--- config.mk ---
export PLATFORM = sky130hd
export DESIGN_NAME = cla_wide_add_sequencer
export DESIGN_NICKNAME = d
export VERILOG_FILES = /design/src/rtl/cla_wide_add_sequencer_pkg.sv /design/src/rtl/cla_wide_add_sequencer_adder.sv /design/src/rtl/cla_wide_add_sequencer.sv
export SDC_FILE = /design/constraint.sdc
export NUM_CORES = 1
export LEC_CHECK = 0
export CAP_MARGIN = 20
export CELL_PAD_IN_SITES_DETAIL_PLACEMENT = 1
export CELL_PAD_IN_SITES_GLOBAL_PLACEMENT = 1
export CORE_UTILIZATION = 41
export DETAILED_ROUTE_END_ITERATION = 12
export MAX_ROUTING_LAYER = met4
export PLACE_DENSITY_LB_ADDON = 0.1
export REMOVE_ABC_BUFFERS = 1
export SETUP_SLACK_MARGIN = 0.15
export SYNTH_ARGS = -nofsm -noshare
export SYNTH_HDL_FRONTEND = slang
export SYNTH_SLANG_ARGS = --single-unit
--- constraint.sdc ---
create_clock -name clk -period 10.2 [get_ports clk]
set_input_delay 2.04 -clock clk [delete_from_list [all_inputs] [get_ports clk]]
set_output_delay 2.04 -clock clk [all_outputs]
set_load 0.03 [all_outputs]
--- src/rtl/cla_wide_add_sequencer_pkg.sv ---
// Shared types for the wide-add sequencer.
// Holds the state enum and its width.
package cla_seq_pkg;

  localparam int STATE_W = 2;

  typedef enum logic [STATE_W-1:0] {
    IDLE = 2'd0,
    RUN  = 2'd1,
    DONE = 2'd2
  } state_t;

endpackage

--- src/rtl/cla_wide_add_sequencer_adder.sv ---
// WIDTH-bit carry-lookahead adder slice.
// Ports: A, B, Cin in; S, Cout out. Purely combinational.
module Carry_lookahead_adder #(
  parameter int WIDTH = 16
) (
  input  logic [WIDTH-1:0] A,
  input  logic [WIDTH-1:0] B,
  input  logic             Cin,
  output logic [WIDTH-1:0] S,
  output logic             Cout
);

  logic [WIDTH-1:0] g;
  logic [WIDTH-1:0] p;
  logic [WIDTH:0]   c;

  always_comb begin
    g    = A & B;
    p    = A ^ B;
    c    = '0;
    c[0] = Cin;
    for (int i = 0; i < WIDTH; i++) begin
      c[i+1] = g[i] | (p[i] & c[i]);
    end
    S    = p ^ c[WIDTH-1:0];
    Cout = c[WIDTH];
  end

endmodule

--- src/rtl/cla_wide_add_sequencer.sv ---
// WORDS x WIDTH adder built from one shared CLA slice, LSW first.
// Ports: clk, rst_n, in_valid/in_ready/in_a/in_b/in_cin requester side,
// out_valid/out_ready/out_sum/out_cout consumer side, busy.
// CLA_SEQ_SUB_EN adds in_sub: B inverted, carry forced to 1 (A-B).
module cla_wide_add_sequencer
  import cla_seq_pkg::*;
#(
  parameter int WIDTH = 16,
  parameter int WORDS = 4
) (
  input  logic                   clk,
  input  logic                   rst_n,
`ifdef CLA_SEQ_SUB_EN
  input  logic                   in_sub,
`endif
  input  logic                   in_valid,
  output logic                   in_ready,
  input  logic [WIDTH*WORDS-1:0] in_a,
  input  logic [WIDTH*WORDS-1:0] in_b,
  input  logic                   in_cin,
  output logic                   out_valid,
  input  logic                   out_ready,
  output logic [WIDTH*WORDS-1:0] out_sum,
  output logic                   out_cout,
  output logic                   busy
);

  localparam int CNT_W = $clog2(WORDS) + 1;
  localparam int W     = WIDTH * WORDS;
  localparam logic [CNT_W-1:0] LAST = CNT_W'(WORDS - 1);

  state_t           state;
  logic [CNT_W-1:0] idx;
  logic             carry;
  logic [W-1:0]     op_a;
  logic [W-1:0]     op_b;
  logic [WIDTH-1:0] a_w;
  logic [WIDTH-1:0] b_w;
  logic [WIDTH-1:0] s_w;
  logic             co_w;
  int               off;
  logic             cin0;

`ifdef CLA_SEQ_SUB_EN
  logic sub_q;
`endif

  always_comb begin
    off = int'(idx) * WIDTH;
    a_w = op_a[off +: WIDTH];
`ifdef CLA_SEQ_SUB_EN
    b_w  = op_b[off +: WIDTH] ^ {WIDTH{sub_q}};
    cin0 = in_sub | in_cin;
`else
    b_w  = op_b[off +: WIDTH];
    cin0 = in_cin;
`endif
  end

  Carry_lookahead_adder #(
    .WIDTH(WIDTH)
  ) u_cla (
    .A   (a_w),
    .B   (b_w),
    .Cin (carry),
    .S   (s_w),
    .Cout(co_w)
  );

  always_ff @(posedge clk or negedge rst_n) begin
    if (!rst_n) begin
      state     <= IDLE;
      idx       <= '0;
      carry     <= 1'b0;
      op_a      <= '0;
      op_b      <= '0;
      out_sum   <= '0;
      out_cout  <= 1'b0;
      in_ready  <= 1'b1;
      out_valid <= 1'b0;
      busy      <= 1'b0;
`ifdef CLA_SEQ_SUB_EN
      sub_q     <= 1'b0;
`endif
    end else begin
      unique case (state)
        IDLE: begin
          if (in_valid && in_ready) begin
            op_a     <= in_a;
            op_b     <= in_b;
            carry    <= cin0;
            idx      <= '0;
            in_ready <= 1'b0;
            busy     <= 1'b1;
            state    <= RUN;
`ifdef CLA_SEQ_SUB_EN
            sub_q    <= in_sub;
`endif
          end
        end
        RUN: begin
          out_sum[off +: WIDTH] <= s_w;
          carry <= co_w;
          idx   <= idx + 1'b1;
          if (idx == LAST) begin
            out_cout  <= co_w;
            out_valid <= 1'b1;
            state     <= DONE;
          end
        end
        DONE: begin
          if (out_ready) begin
            out_valid <= 1'b0;
            in_ready  <= 1'b1;
            busy      <= 1'b0;
            state     <= IDLE;
          end
        end
        default: begin
          state     <= IDLE;
          in_ready  <= 1'b1;
          out_valid <= 1'b0;
          busy      <= 1'b0;
        end
      endcase
    end
  end

endmodule

## Word-level counts from Yosys, hierarchy flattened

Index checks and enable logic that the tools add are counted.

| storage, ports and cells | value |
|---|---|
| output and inout bits | 68 |
| bits of input ports | 133 |
| logic and storage cells | 85 |
| register bits after elaboration | 202 |

| operators by class | value |
|---|---|
| equality and inequality tests | 6 |
| shift operators | 4 |
| reduce and logical (&&, ||, !) cells | 9 |
| bitwise logic cells | 37 |
| add/subtract/negate cells | 2 |
| mux-type cells | 17 |

Operators with widths:

| kind | count |
|---|---|
| 64-bit by 8-bit variable part select with 16-bit output | 2 |
| 64-bit bitwise mux | 1 |
| 16-bit by 33-bit variable shift with 64-bit output, first input constant | 1 |
| 16-bit by 33-bit variable part select with 64-bit output | 1 |
| 7-bit negator with 33-bit output | 1 |
| 16-bit bitwise XOR | 2 |
| 1-bit AND | 16 |
| 16-bit AND | 1 |
| 1-bit bitwise OR | 16 |
| 1-bit one-hot mux with 3 select lines | 3 |
| 3-bit AND reduction | 3 |
| 1-bit two-way mux | 6 |
| 2-bit two-way mux | 3 |
| 2-bit inequality test, second input constant | 3 |
| 2-bit one-hot mux with 3 select lines | 1 |
| 3-bit one-hot mux with 2 select lines | 1 |
| 2-bit AND reduction | 3 |
| 3-bit by 1-bit adder with 3-bit output, second input constant | 1 |
| 3-bit by 2-bit == test with 1-bit output, second input constant | 1 |
| 3-bit two-way mux | 1 |
| 2-bit by 1-bit == test with 1-bit output, second input constant | 1 |
| 2-bit == test, second input constant | 1 |
| 2-bit logical NOT | 1 |
| 1-bit inverter | 2 |
| 3 further kinds | 3 |

## Depth between registers and ports, before layout

Gate-level depths: netlist (run 1).

| logic depth | value |
|---|---|
| depth in word-level cells | 35 |
| depth in mapped cells | 23 |
| mapped depth without buffers | 21 |

## Hierarchy

Synthesis (run 1) repeated with hierarchy kept, for this count alone.

| second synthesis, totals | value |
|---|---|
| cell total of the unflattened synthesis | 652 |
| area, all modules | 9,323.9 um^2 |

Modules (own cells, without submodules):

| module | area each (um^2) | instances | sequential area each (um^2) | cells an instance |
|---|---|---|---|---|
| cla_wide_add_sequencer | 8,966.1 | 1 | 5,056.1 | 626 |
| Carry_lookahead_adder | 357.8 | 1 | 0.0 | 26 |

## Worst setup path before layout (run 1)

OpenSTA, ideal clock, no wires.

| timing | value |
|---|---|
| path type | register to register |
| start point | register idx[0] |
| end point | register out_sum[15] |
| slack | 2.452 ns |
| arrival time | 7.623 ns |
| required time | 10.075 ns |
| stages on the path, launching flop included | 23 |
| clock period less this slack | 7.748 ns |
| cells stage by stage | dfrtp_1 > buf_4 > buf_2 > mux4_2 > nand2_1 > fa_1 > fa_1 > fa_1 > fa_1 > fa_1 > fa_1 > fa_1 > fa_1 > fa_1 > fa_1 > fa_1 > fa_1 > fa_1 > fa_1 > fa_1 > inv_1 > fa_1 > mux2_2 |

| on the way | value |
|---|---|
| longest elaborated chain between the ends | 35 |
| elaborated cells on any way between the ends | 39 |
| classes of those cells | 1 x add/sub; 4 x shift; 1 x mux; 33 x bitwise |

Ends and longest elaborated chain:

| item | line | text |
|---|---|---|
| start, declared | cla_wide_add_sequencer.sv:33 | `logic [CNT_W-1:0] idx;` |
| start signal, assigned | cla_wide_add_sequencer.sv:104 | `idx <= idx + 1'b1;` |
| 64-bit by 8-bit variable part select with 16-bit output (on tied branches) | cla_wide_add_sequencer.sv:50, cla_wide_add_sequencer.sv:55 |  |
| 16-bit bitwise XOR | cla_wide_add_sequencer_adder.sv:19 | `p = A ^ B;` |
| 1-bit AND | cla_wide_add_sequencer_adder.sv:23 | `c[i+1] = g[i] \| (p[i] & c[i]);` |
| 1-bit bitwise OR | cla_wide_add_sequencer_adder.sv:23 |  |
| 1-bit AND | cla_wide_add_sequencer_adder.sv:23 |  |
| 1-bit bitwise OR | cla_wide_add_sequencer_adder.sv:23 |  |
| 1-bit AND | cla_wide_add_sequencer_adder.sv:23 |  |
| 1-bit bitwise OR | cla_wide_add_sequencer_adder.sv:23 |  |
| [19 not listed] | n/a |  |
| 1-bit bitwise OR | cla_wide_add_sequencer_adder.sv:23 |  |
| 1-bit AND | cla_wide_add_sequencer_adder.sv:23 |  |
| 1-bit bitwise OR | cla_wide_add_sequencer_adder.sv:23 |  |
| 1-bit AND | cla_wide_add_sequencer_adder.sv:23 |  |
| 1-bit bitwise OR | cla_wide_add_sequencer_adder.sv:23 |  |
| 16-bit bitwise XOR | cla_wide_add_sequencer_adder.sv:25 | `S = p ^ c[WIDTH-1:0];` |
| 16-bit by 33-bit variable part select with 64-bit output | cla_wide_add_sequencer.sv:102 | `out_sum[off +: WIDTH] <= s_w;` |
| 64-bit bitwise mux * | cla_wide_add_sequencer.sv:102 |  |
| end signal, assigned by index | cla_wide_add_sequencer.sv:102 |  |
| end, declared | cla_wide_add_sequencer.sv:23 | `output logic [WIDTH*WORDS-1:0] out_sum,` |

Every way passes the cells marked *; elsewhere a longest branch is shown, timed or not.
A chain may end at the register's enable or synchronous reset.

## Final worst setup path (run 1)

Ends and elaborated chain as after synthesis.

==> results of run 1 <==
cells by family after synthesis:
logic type	count (synthesis)	synth area share (%)
flops	202	55.9
mux	177	25.8
simple gates	102	5.12
buf+inv	62	3.81
compound gates	59	4.79
fa+ha+maj	23	4.51
metrics by stage:
stage / hold WS (ns) / utilization, % / setup TNS (ns)
3_3_place_gp: 0.465 / 52.6 / 0
4_1_cts: 0.487 / 56.1 / 0
2_1_floorplan: 0.453 / - / -756.57
3_5_place_dp: 0.474 / 52.6 / 0
5_1_grt: 0.504 / 56.1 / 0
6_report: 0.482 / 56.1 / 0
power groups by stage:
| stage | Sequential (µW) | Combinational, µW | Clock, µW |
|---|---|---|---|
| 6_report | 1330 | 1570 | 798 |
| 3_5_place_dp | 1350 | 1590 | 0 |
| 4_1_cts | 1340 | 1600 | 815 |
| 2_1_floorplan | 1420 | 934 | 0 |
| 3_3_place_gp | 1320 | 1540 | 0 |
| 5_1_grt | 1380 | 1720 | 844 |
per-layer routing:
layer	track usage (%)	part of all wire [%]	vias to the layer above
met4	5.00	1.9	0
met3	4.09	5.5	33
met5	-	0	-
li1	-	-	2603
met2	38.4	51	169
met1	29.1	42	3042
flip-flops by register name, indices dropped and copies added (netlist names):
signal,cells
op_a,64
out_sum,64
busy,1
in_ready,1
state,2
out_valid,1
out_cout,1
carry,1
idx,3
op_b,64
worst register-to-register path: stages (launching register included):
cell and delay [ns]:
dfrtp_2 0.66, buf_4 0.54, mux4_2 0.33, nand2_1 0.08, fa_1 0.48, fa_1 0.39
fa_1 0.39, fa_1 0.39, fa_1 0.43, fa_1 0.42, fa_1 0.40, fa_1 0.39
fa_1 0.39, fa_1 0.38, fa_1 0.38, fa_1 0.39, fa_1 0.42, fa_1 0.38
inv_1 0.08, fa_1 0.42, mux2_2 0.27
cell type report:
| type | count | area, µm² |
|---|---|---|
| Multi-Input combinational cell | 361 | 3650 |
| Clock inverter | 3 | 40.0 |
| Sequential cell | 202 | 5060 |
| Tap cell | 275 | 344 |
| Clock buffer | 35 | 691 |
| Timing Repair Buffer | 208 | 2070 |
| Fill cell | 2059 | 9340 |
| Antenna cell | 3 | 7.51 |
| Inverter | 22 | 82.6 |
worst min path at each step:
| stage | startpoint | endpoint | slack [ns] | cells past startpoint |
|---|---|---|---|---|
| after floorplan | op_a[35] | op_a[35] | 0.45 | 1 |
| final | out_sum[24] | out_sum[24] | 0.48 | 2 |
| after CTS | out_sum[57] | out_sum[57] | 0.49 | 2 |
| after detailed placement | out_sum[57] | out_sum[57] | 0.47 | 2 |
| after global placement | out_sum[47] | out_sum[47] | 0.47 | 2 |
| after global routing | out_sum[24] | out_sum[24] | 0.50 | 2 |
cell usage after synthesis, types with 2 or more instances:
cell	count	area share, %
mux2_2	124	15
and2_1	2	0.14
nor2_1	2	0.083
nand2_1	86	3.6
o21ai_2	10	0.97
buf_4	10	0.83
mux2i_1	15	1.7
o21ai_0	9	0.50
inv_1	22	0.91
mux2_1	6	0.75
buf_6	9	1.1
clkbuf_1	16	0.66
ha_1	7	0.97
buf_2	4	0.22
dfrtp_1	201	56
nand2b_1	2	0.14
mux4_2	32	8.0
fa_1	16	3.5
o31ai_1	33	2.7
nand4b_1	2	0.19
==> reports/qor.csv, run 1 <==
stage,metric,value,unit
outcome,run_status,completed,
yosys,syn_inst,625,
placed_design,place_ws,1.93,ns
floorplan,num_io_pins,201,
run,maxCapViolCount,0,
placed_design,dp_hpwl,16900,µm
timing,rsz0062_at_grt,false,
global_route,grt_max_degree,126,
setup_path,slowest_stage,dfrtp_2,
power_and_ir_drop,p_int,2360,µW
routing,via_count,5847,
setup_path,reg2reg_to,out_sum[15],
cells_and_area,fin_nets,974,
placed_design,dp_cells,1068,
routing,dr.first_iter.drc_count,221,
setup_path,cp.arrival,8.52,ns
floorplan,rows,53,
timing,period_share,79.8,%
cells_and_area,drive_above_1_share,26.0,%
setup_path,crit_cells,20,
yosys,synth.avg_cell_area,14.5,µm²
timing,setup_viol,0,
setup_path,path_cells,"buf_4, mux4_2, nand2_1, fa_1, fa_1, fa_1, fa_1, fa_1, fa_1, fa_1, fa_1, fa_1, fa_1, fa_1, fa_1, fa_1, fa_1, inv_1, fa_1, mux2_2",
yosys,synthesis.area,9040,µm²
global_route,grt_pass1_vias,6560,
routing,remaining_drc_errors,0,
yosys,ys_ff_latch,202,
setup_path,criticalPathCategory,register to register,
floorplan,core_area,21300,µm²
floorplan,start_util,42.5,%
setup_path,endpoint,out_sum[15],
floorplan,die-height,150,µm
setup_path,r2r_start,idx[0],
placed_design,port_buffers,200,
power_and_ir_drop,power.static_leakage,0.00510,µW
yosys,ys_seq_area_share,55.9,%
setup_path,critPathLaunch,idx[0],
timing,tightestPinTransition,1.02,ns
power_and_ir_drop,clkPwrFrac,21.6,%
global_route,grt_antenna_before_repair,3,
setup_path,ff2ff_path_depth,20,
floorplan,dieArea,22600,µm²
clock_tree,cts-resized-gates,0,
worst_hold_path,hold_path.class,register to register,
power_and_ir_drop,seq_power_share,36.1,%
floorplan,die_w,150,µm
power_and_ir_drop,peakVddDrop,0.000139,V
power_and_ir_drop,power,3700,µW
global_route,grt_pass1_wl,37800,µm
setup_path,end_kind,register,
clock_tree,h-tree-depth,1,
routing,drtPass1Iterations,4,
clock_tree,cts_tree,built,
timing,slew_headroom,31.9,%
timing,slew_viol_final,0,
cells_and_area,area_delta_synth_final,32.1,%
timing,fin_skew,0.0142,ns
setup_path,cpPeakStageDelay,0.66,ns
setup_path,cp_max_fo,29,
global_route,grt-ovfl-total,0,
clock_tree,cts_buffers,23,
timing,hold_viol,0,
setup_path,crit_top_cell,fa_1,
power_and_ir_drop,power.switching,1350,µW
setup_path,worstPathRequired,10.58,ns
yosys,ys_warn_count,0,
placed_design,placed_area,11200,µm²
timing,fmax,123,MHz
yosys,ys.flop_type,dfrtp_1,
clock_tree,post-cts-setup-buffer-count,0,
clock_tree,clock_path_buffers,3,
setup_path,critPathBufInv,2,
timing,final.min_clock_period,8.14,ns
global_route,grt_usage,22.9,%
routing,wire_per_inst,21.7,µm
routing,vias_per_cell,5.27,
clock_tree,clkLatencyLatePin,0.50,ns
yosys,synthDistinctLibCells,37,
cells_and_area,design_area,11900,µm²
routing,antenna_left,0,
setup_path,critPathTopFamily,adder cells,
clock_tree,cts.sinks,202,
placed_design,place_congestion,0.777,
clock_tree,clkSlewWorstSetupHoldPaths,0.06,ns
yosys,async_flop_share,100,%
power_and_ir_drop,p_sw_share,36.3,%
power_and_ir_drop,combPwrFrac,42.4,%
clock_tree,root_buffer,clkbuf_16,
power_and_ir_drop,p_per_area,310,nW/µm²
yosys,synth-edff-count,0,
setup_path,start_kind,register,
clock_tree,hold_buffers,0,
routing,wirelength,24100,µm
setup_path,r2r_setup_slack,2.06,ns
cells_and_area,post_layout_nonfiller_instances,1109,
cells_and_area,mostFrequentLayoutCells,"dfrtp_1 (199), clkdlybuf4s50_1 (199), mux2_2 (124), nand2_1 (86), o31ai_1 (33)",
timing,fin_ws,2.06,ns
No activity file was read; power rests on OpenSTA's default activity.
==> run 2: changes to the inputs <==
--- a/config.mk
+++ b/config.mk
@@ -8,7 +8,7 @@
 export CAP_MARGIN = 20
 export CELL_PAD_IN_SITES_DETAIL_PLACEMENT = 1
 export CELL_PAD_IN_SITES_GLOBAL_PLACEMENT = 1
-export CORE_UTILIZATION = 41
+export CORE_UTILIZATION = 37
 export DETAILED_ROUTE_END_ITERATION = 12
 export MAX_ROUTING_LAYER = met4
 export PLACE_DENSITY_LB_ADDON = 0.1
==> constraint.sdc (replaced) <==
create_clock -name clk -period 6.75 [get_ports clk]
set_input_delay 1.35 -clock clk [delete_from_list [all_inputs] [get_ports clk]]
set_output_delay 1.35 -clock clk [all_outputs]
set_load 0.03 [all_outputs]
==> run 2 against run 1 <==
Effect of this change:
- highest routed layer unchanged
- die area is 11% higher
- wire length is 0.45% higher
- largest power group unchanged
- power is 52% higher
- setup slack worse by 2.3 ns
- core utilization is 5.3 points lower
- non-clock buffer count is 6 higher
- count of clock-buffer cells in the layout is 3 lower
- maximum frequency is 16% higher
- sequential share of layout area is 0.35 points lower
- sequential cell count stayed put
- the flow now finishes with violations (negative setup slack)
==> reports/qor.csv, run 2 (synthesized netlist as in run 1, its figures left out) <==
stage,metric,value,unit,change
global_route,grtUsageMet1,26.2,%,-2.9 points
placed_design,port_buffers,200,,unchanged
setup_path,path_cells,"mux4_2, nand2_2, fa_2, fa_2, fa_2, fa_2, fa_2, fa_2, fa_2, fa_2, fa_2, fa_2, fa_2, fa_2, fa_2, fa_2, fa_2, inv_2, fa_1, mux2_2",,
routing,vias_per_cell,5.02,,-4.8%
setup_path,reg2reg_to,out_sum[15],,
global_route,grt_busiest_layer,met2,,
setup_path,cpPeakStageDelay,0.44,ns,-0.22 ns
timing,hold_slack,0.475,ns,-0.00736 ns
cells_and_area,post_layout_nonfiller_instances,1158,,+4.4%
worst_hold_path,hold_path.class,register to register,,
timing,fmax,143,MHz,+16%
floorplan,core_area,23700,µm²,+11%
routing,dr.first_iter.drc_count,248,,+12%
timing,fin_ws,-0.267,ns,-2.33 ns
setup_path,crit_top_cell,fa_2,,
global_route,grt_usage,20.7,%,-2.2 points
cells_and_area,fin_nets,980,,+0.62%
power_and_ir_drop,combPwrFrac,44.9,%,+2.5 points
cells_and_area,reg_top3,"op_a: 64 flops, op_b: 64 flops, out_sum: 64 flops",,
timing,setup_viol,4,,+4
placed_design,dp_hpwl,17400,µm,+2.5%
worst_hold_path,holdPathStages,2,,unchanged
power_and_ir_drop,power.switching,2080,µW,+54%
floorplan,start_util,38.2,%,-4.3 points
floorplan,die-height,158,µm,+5.2%
power_and_ir_drop,p_sw_share,36.8,%,+0.44 points
timing,tightestPinTransition,0.979,ns,-0.0432 ns
global_route,grt_use_met2,34.2,%,-4.3 points
clock_tree,clock_path_buffers,3,,unchanged
power_and_ir_drop,p_int,3570,µW,+51%
cells_and_area,area_delta_synth_final,33.2,%,
power_and_ir_drop,power.static_leakage,0.00511,µW,+0.22%
power_and_ir_drop,p_per_area,469,nW/µm²,+51%
cells_and_area,drive_above_1_share,29.1,%,+3.1 points
timing,fin_skew,0.0116,ns,-0.00264 ns
power_and_ir_drop,clkPwrFrac,20.3,%,-1.3 points
setup_path,slowest_stage,dfrtp_2,,
setup_path,cp_max_fo,4,,-86%
global_route,grt-ovfl-total,0,,unchanged
placed_design,place_ws,-1.04,ns,-2.97 ns
setup_path,end_kind,register,,
placed_design,dp_cells,1118,,+4.7%
routing,antenna_left,0,,unchanged
timing,slew_headroom,34.8,%,+2.9 points
floorplan,num_io_pins,201,,unchanged
routing,via_count,5815,,-0.55%
floorplan,die_w,158,µm,+5.2%
timing,period_share,104,%,+24 points
setup_path,worstPathRequired,7.13,ns,-3.45 ns
setup_path,r2r_start,idx[0],,
routing,wire_per_inst,20.9,µm,-3.8%
clock_tree,cts_buffers,23,,unchanged
floorplan,dieArea,25100,µm²,+11%
cells_and_area,mostFrequentLayoutCells,"dfrtp_1 (199), clkdlybuf4s50_1 (199), mux2_2 (124), nand2_1 (85), mux4_2 (32)",,
routing,remaining_drc_errors,0,,unchanged
setup_path,critPathTopFamily,adder cells,,
clock_tree,cts.sinks,202,,unchanged
setup_path,start_kind,register,,
setup_path,r2r_setup_slack,-0.27,ns,-2.33 ns
outcome,violations,negative setup slack,,
timing,rsz0062_at_grt,true,,
clock_tree,root_buffer,clkbuf_16,,
global_route,grt_antenna_before_repair,0,,-3
clock_tree,post-cts-setup-buffer-count,0,,unchanged
routing,wirelength,24200,µm,+0.45%
run,maxCapViolCount,0,,unchanged
clock_tree,clkLatencyLatePin,0.50,ns,about the same
setup_path,critPathBufInv,1,,-1
setup_path,cp.arrival,7.40,ns,-1.12 ns
power_and_ir_drop,seq_power_share,34.8,%,-1.3 points
clock_tree,clkSlewWorstSetupHoldPaths,0.06,ns,about the same
timing,hold_viol,0,,unchanged
clock_tree,cts_tree,built,,
cells_and_area,antenna_cells,0,,-3
global_route,grt_max_degree,97,,-23%
floorplan,rows,56,,+5.7%
setup_path,criticalPathCategory,register to register,,
worst_hold_path,min_to,out_sum[27],,
global_route,use_met3,4.16,%,+0.073 points
global_route,grt_pass1_vias,6591,,+0.47%
timing,slew_viol_final,0,,unchanged
outcome,run_status,"complete, but fails checks",,
setup_path,ff2ff_path_depth,20,,unchanged
power_and_ir_drop,peakVddDrop,0.000205,V,+47%
routing,drtPass1Iterations,4,,unchanged
worst_hold_path,hold_path_startpoint,out_sum[27],,
timing,final.min_clock_period,7.02,ns,-1.12 ns
global_route,grt_pass1_wl,37800,µm,+0.15%
placed_design,place_congestion,0.788,,+1.4%
clock_tree,h-tree-depth,1,,unchanged
## run 2: what timing repair did
item | 4_1_cts | 5_1_grt
setup endpoints to repair | 16 | 10
pin swaps | 7 | 4
resized for setup | 19 | 2
endpoints found under the hold margin | 0 | 0
hold buffers | 0 | 0
## run 2: worst max-delay path by stage
stage	slack, ns	end	start	depth (start not counted)
2_1_floorplan	-8.50	op_a[10]	in_valid	2
3_3_place_gp	-0.97	out_sum[15]	idx[0]	20
3_5_place_dp	-1.04	out_sum[15]	idx[0]	20
4_1_cts	-0.35	out_sum[15]	idx[0]	20
5_1_grt	-0.45	out_sum[15]	idx[0]	20
6_report	-0.27	out_sum[15]	idx[0]	20
## run 2: per-stage QoR
| step | utilization [%] | setup TNS (ns) | area (µm²) | total power, µW |
|---|---|---|---|---|
| floorplan | - | -1146.76 | 8780 | 3560 |
| global placement | 47.7 | -7.76 | 11300 | 4360 |
| detailed placement | 47.7 | -9.07 | 11300 | 4470 |
| CTS | 50.8 | -1.11 | 12000 | 5720 |
| global route | 50.8 | -1.88 | 12000 | 6020 |
| finish | 50.8 | -0.796 | 12000 | 5640 |
## run 2: worst min-delay path, cell delays in order, from the launching register on
cell	delay [ns]
dfrtp_1	0.34
nand2_1	0.05
o31ai_1	0.05
## run 2: final cells by class
class                   count  area (µm²)
fillers                  2401       11600
repair buffers            214        2110
clock inverters             8        42.5
clock buffers              32         639
multi-input cells         361        3710
flip-flops and latches    202        5060
inverters                  22        82.6
well taps                 319         399
## run 2: power by group through the flow
stage | clock network (µW) | logic [µW] | registers [µW]
2_1_floorplan | 0 | 1410 | 2140
3_3_place_gp | 0 | 2410 | 1950
3_5_place_dp | 0 | 2480 | 1990
4_1_cts | 1180 | 2570 | 1970
5_1_grt | 1220 | 2760 | 2030
6_report | 1140 | 2530 | 1970
## run 2: metal layers
| layer | routed length [µm] | share of wire, % |
|---|---|---|
| met1 | 10300 | 43 |
| met2 | 12000 | 49 |
| met3 | 1440 | 5.9 |
| met4 | 490 | 2.0 |
| met5 | 0 | 0 |
==> run 3: changes to the inputs <==
--- a/config.mk
+++ b/config.mk
@@ -5,12 +5,12 @@
 export SDC_FILE = /design/constraint.sdc
 export NUM_CORES = 1
 export LEC_CHECK = 0
+export ABC_CLOCK_PERIOD_IN_PS = 6750
 export CAP_MARGIN = 20
 export CELL_PAD_IN_SITES_DETAIL_PLACEMENT = 1
 export CELL_PAD_IN_SITES_GLOBAL_PLACEMENT = 1
 export CORE_UTILIZATION = 37
 export DETAILED_ROUTE_END_ITERATION = 12
-export MAX_ROUTING_LAYER = met4
 export PLACE_DENSITY_LB_ADDON = 0.1
 export REMOVE_ABC_BUFFERS = 1
 export SETUP_SLACK_MARGIN = 0.15
==> run 3 against run 2 <==
Effect of this change:
- the run still ends with negative setup slack left
- die area is the same
- final cell count is the same
- core utilization is the same
- largest power group unchanged
- setup slack lost 0.0014 ns
- clock power is essentially flat
- sequential cell count is the same
- critical endpoint unchanged
==> reports/qor.csv, run 3 (synthesized netlist as in run 1, its figures left out) <==
stage,metric,value,unit,change
outcome,run_status,"complete, but fails checks",,
outcome,violations,negative setup slack,,
placed_design,port_buffers,200,,unchanged
clock_tree,clkLatencyLatePin,0.50,ns,about the same
placed_design,dp_hpwl,17400,µm,unchanged
power_and_ir_drop,p_sw_share,36.8,%,about the same
clock_tree,clkSlewWorstSetupHoldPaths,0.06,ns,about the same
setup_path,slowest_stage,dfrtp_2,,
power_and_ir_drop,seq_power_share,34.8,%,about the same
routing,wire_per_inst,20.9,µm,-0.12%
power_and_ir_drop,power.static_leakage,0.00511,µW,unchanged
timing,final.min_clock_period,7.02,ns,+0.00136 ns
setup_path,r2r_start,idx[0],,
clock_tree,clock_path_buffers,3,,unchanged
floorplan,die_w,158,µm,unchanged
power_and_ir_drop,p_per_area,468,nW/µm²,about the same
power_and_ir_drop,peakVddDrop,0.000205,V,+0.12%
clock_tree,cts_buffers,23,,unchanged
timing,fin_ws,-0.268,ns,-0.00135 ns
timing,tightestPinTransition,0.976,ns,-0.00266 ns
routing,vias_per_cell,5.01,,-0.22%
cells_and_area,fin_util,50.8,%,unchanged
global_route,grt-ovfl-total,0,,unchanged
global_route,grt_antenna_before_repair,0,,unchanged
setup_path,crit_top_cell,fa_2,,
worst_hold_path,hold_path_startpoint,out_sum[27],,
cells_and_area,area_delta_synth_final,33.2,%,unchanged
routing,via_count,5802,,-0.22%
placed_design,place_congestion,0.777,,-1.3%
setup_path,cp_max_fo,4,,unchanged
global_route,grt_pass1_wl,37800,µm,about the same
routing,dr.first_iter.drc_count,234,,-5.6%
timing,hold_viol,0,,unchanged
timing,setup_viol,4,,unchanged
placed_design,dp_cells,1118,,unchanged
global_route,grt_pass1_vias,6598,,+0.11%
power_and_ir_drop,power.switching,2070,µW,about the same
global_route,grt_usage,20.1,%,-0.60 points
setup_path,critPathLaunch,idx[0],,
global_route,grt_max_degree,97,,unchanged
setup_path,r2r_setup_slack,-0.27,ns,about the same
timing,fmax,142,MHz,about the same
routing,wirelength,24200,µm,-0.12%
power_and_ir_drop,combPwrFrac,44.9,%,about the same
timing,slew_viol_final,0,,unchanged
routing,antenna_left,0,,unchanged
setup_path,worstPathRequired,7.13,ns,about the same
cells_and_area,antenna_cells,0,,unchanged
cells_and_area,drive_above_1_share,29.1,%,unchanged
floorplan,rows,56,,unchanged
floorplan,core_area,23700,µm²,unchanged
setup_path,path_cells,"mux4_2, nand2_2, fa_2, fa_2, fa_2, fa_2, fa_2, fa_2, fa_2, fa_2, fa_2, fa_2, fa_2, fa_2, fa_2, fa_2, fa_2, inv_2, fa_1, mux2_2",,
timing,rsz0062_at_grt,true,,
setup_path,start_kind,register,,
cells_and_area,fin_nets,980,,unchanged
setup_path,reg2reg_to,out_sum[15],,
run,maxCapViolCount,0,,unchanged
timing,slew_headroom,34.9,%,+0.18 points
floorplan,dieArea,25100,µm²,unchanged
floorplan,start_util,38.2,%,unchanged
worst_hold_path,hold_path.class,register to register,,
clock_tree,h-tree-depth,1,,unchanged
cells_and_area,reg_top3,"op_a: 64 flops, op_b: 64 flops, out_sum: 64 flops",,
cells_and_area,design_area,12000,µm²,unchanged
placed_design,placed_area,11300,µm²,unchanged
routing,drtPass1Iterations,4,,unchanged
clock_tree,cts_tree,built,,
setup_path,criticalPathCategory,register to register,,
power_and_ir_drop,p_int,3570,µW,about the same
cells_and_area,post_layout_nonfiller_instances,1158,,unchanged
setup_path,cp.arrival,7.40,ns,about the same
setup_path,endpoint,out_sum[15],,
timing,fin_skew,0.0115,ns,-0.0000830 ns
routing,remaining_drc_errors,0,,unchanged
cells_and_area,mostFrequentLayoutCells,"dfrtp_1 (199), clkdlybuf4s50_1 (199), mux2_2 (124), nand2_1 (85), mux4_2 (32)",,
floorplan,num_io_pins,201,,unchanged
setup_path,cpPeakStageDelay,0.44,ns,about the same
power_and_ir_drop,clkPwrFrac,20.3,%,about the same
power_and_ir_drop,power,5640,µW,about the same
clock_tree,root_buffer,clkbuf_16,,
setup_path,ff2ff_path_depth,20,,unchanged
setup_path,end_kind,register,,
clock_tree,cts.sinks,202,,unchanged
floorplan,die-height,158,µm,unchanged
timing,period_share,104,%,about the same
[run 3: power by group through the flow]
stage / registers (µW) / clock network (µW) / logic [µW]
2_1_floorplan: 2140 / 0 / 1410
3_3_place_gp: 1950 / 0 / 2410
3_5_place_dp: 1990 / 0 / 2480
4_1_cts: 1970 / 1180 / 2570
5_1_grt: 2030 / 1220 / 2760
6_report: 1970 / 1140 / 2530
[run 3: layout make-up]
class | instances | area (µm²)
inverter | 22 | 82.6
tap | 319 | 399
multi-input combinational | 361 | 3710
fill | 2401 | 11600
timing repair buffer | 214 | 2110
clock inverter | 8 | 42.5
sequential | 202 | 5060
clock buffer | 32 | 639
[run 3: repair_timing]
item / 4_1_cts / 5_1_grt
hold buffers: 0 / 0
gates resized for setup: 19 / 2
endpoints found under the setup margin: 16 / 10
pin swaps: 7 / 4
setup buffers: 0 / 0
[run 3: worst min-delay path by stage]
| stage | to | slack, ns | cells after the start |
|---|---|---|---|
| after CTS | out_sum[27] | 0.48 | 2 |
| after floorplan | op_a[35] | 0.45 | 1 |
| after global placement | out_sum[61] | 0.46 | 2 |
| after global routing | out_sum[27] | 0.50 | 2 |
| after detailed placement | out_sum[27] | 0.47 | 2 |
| final | out_sum[27] | 0.47 | 2 |
[run 3: metal layers]
metal | routed length [µm] | GRT usage (%) | vias up | share of wire, %
li1 | - | - | 2615 | -
met1 | 10300 | 26.2 | 3000 | 43
met5 | 0 | 0 | - | 0
met3 | 1440 | 4.19 | 32 | 6.0
met4 | 496 | 5.08 | 0 | 2.1
met2 | 11900 | 34.2 | 155 | 49
[run 3: critical path: cells and delay by family (launching register included)]
family | cells | cell delay [ns]
fa+ha+maj | 16 | 5.72
flops | 1 | 0.44
buf+inv | 1 | 0.06
simple gates | 1 | 0.06
mux | 2 | 0.62
[run 3: per-stage QoR]
| step | TNS, ns | hold WS, ns | setup WS, ns |
|---|---|---|---|
| global route | -1.88 | 0.498 | -0.452 |
| global placement | -7.76 | 0.462 | -0.972 |
| floorplan | -1146.76 | 0.453 | -8.50 |
| detailed placement | -9.07 | 0.467 | -1.04 |
| CTS | -1.11 | 0.480 | -0.350 |
| finish | -0.798 | 0.475 | -0.268 |
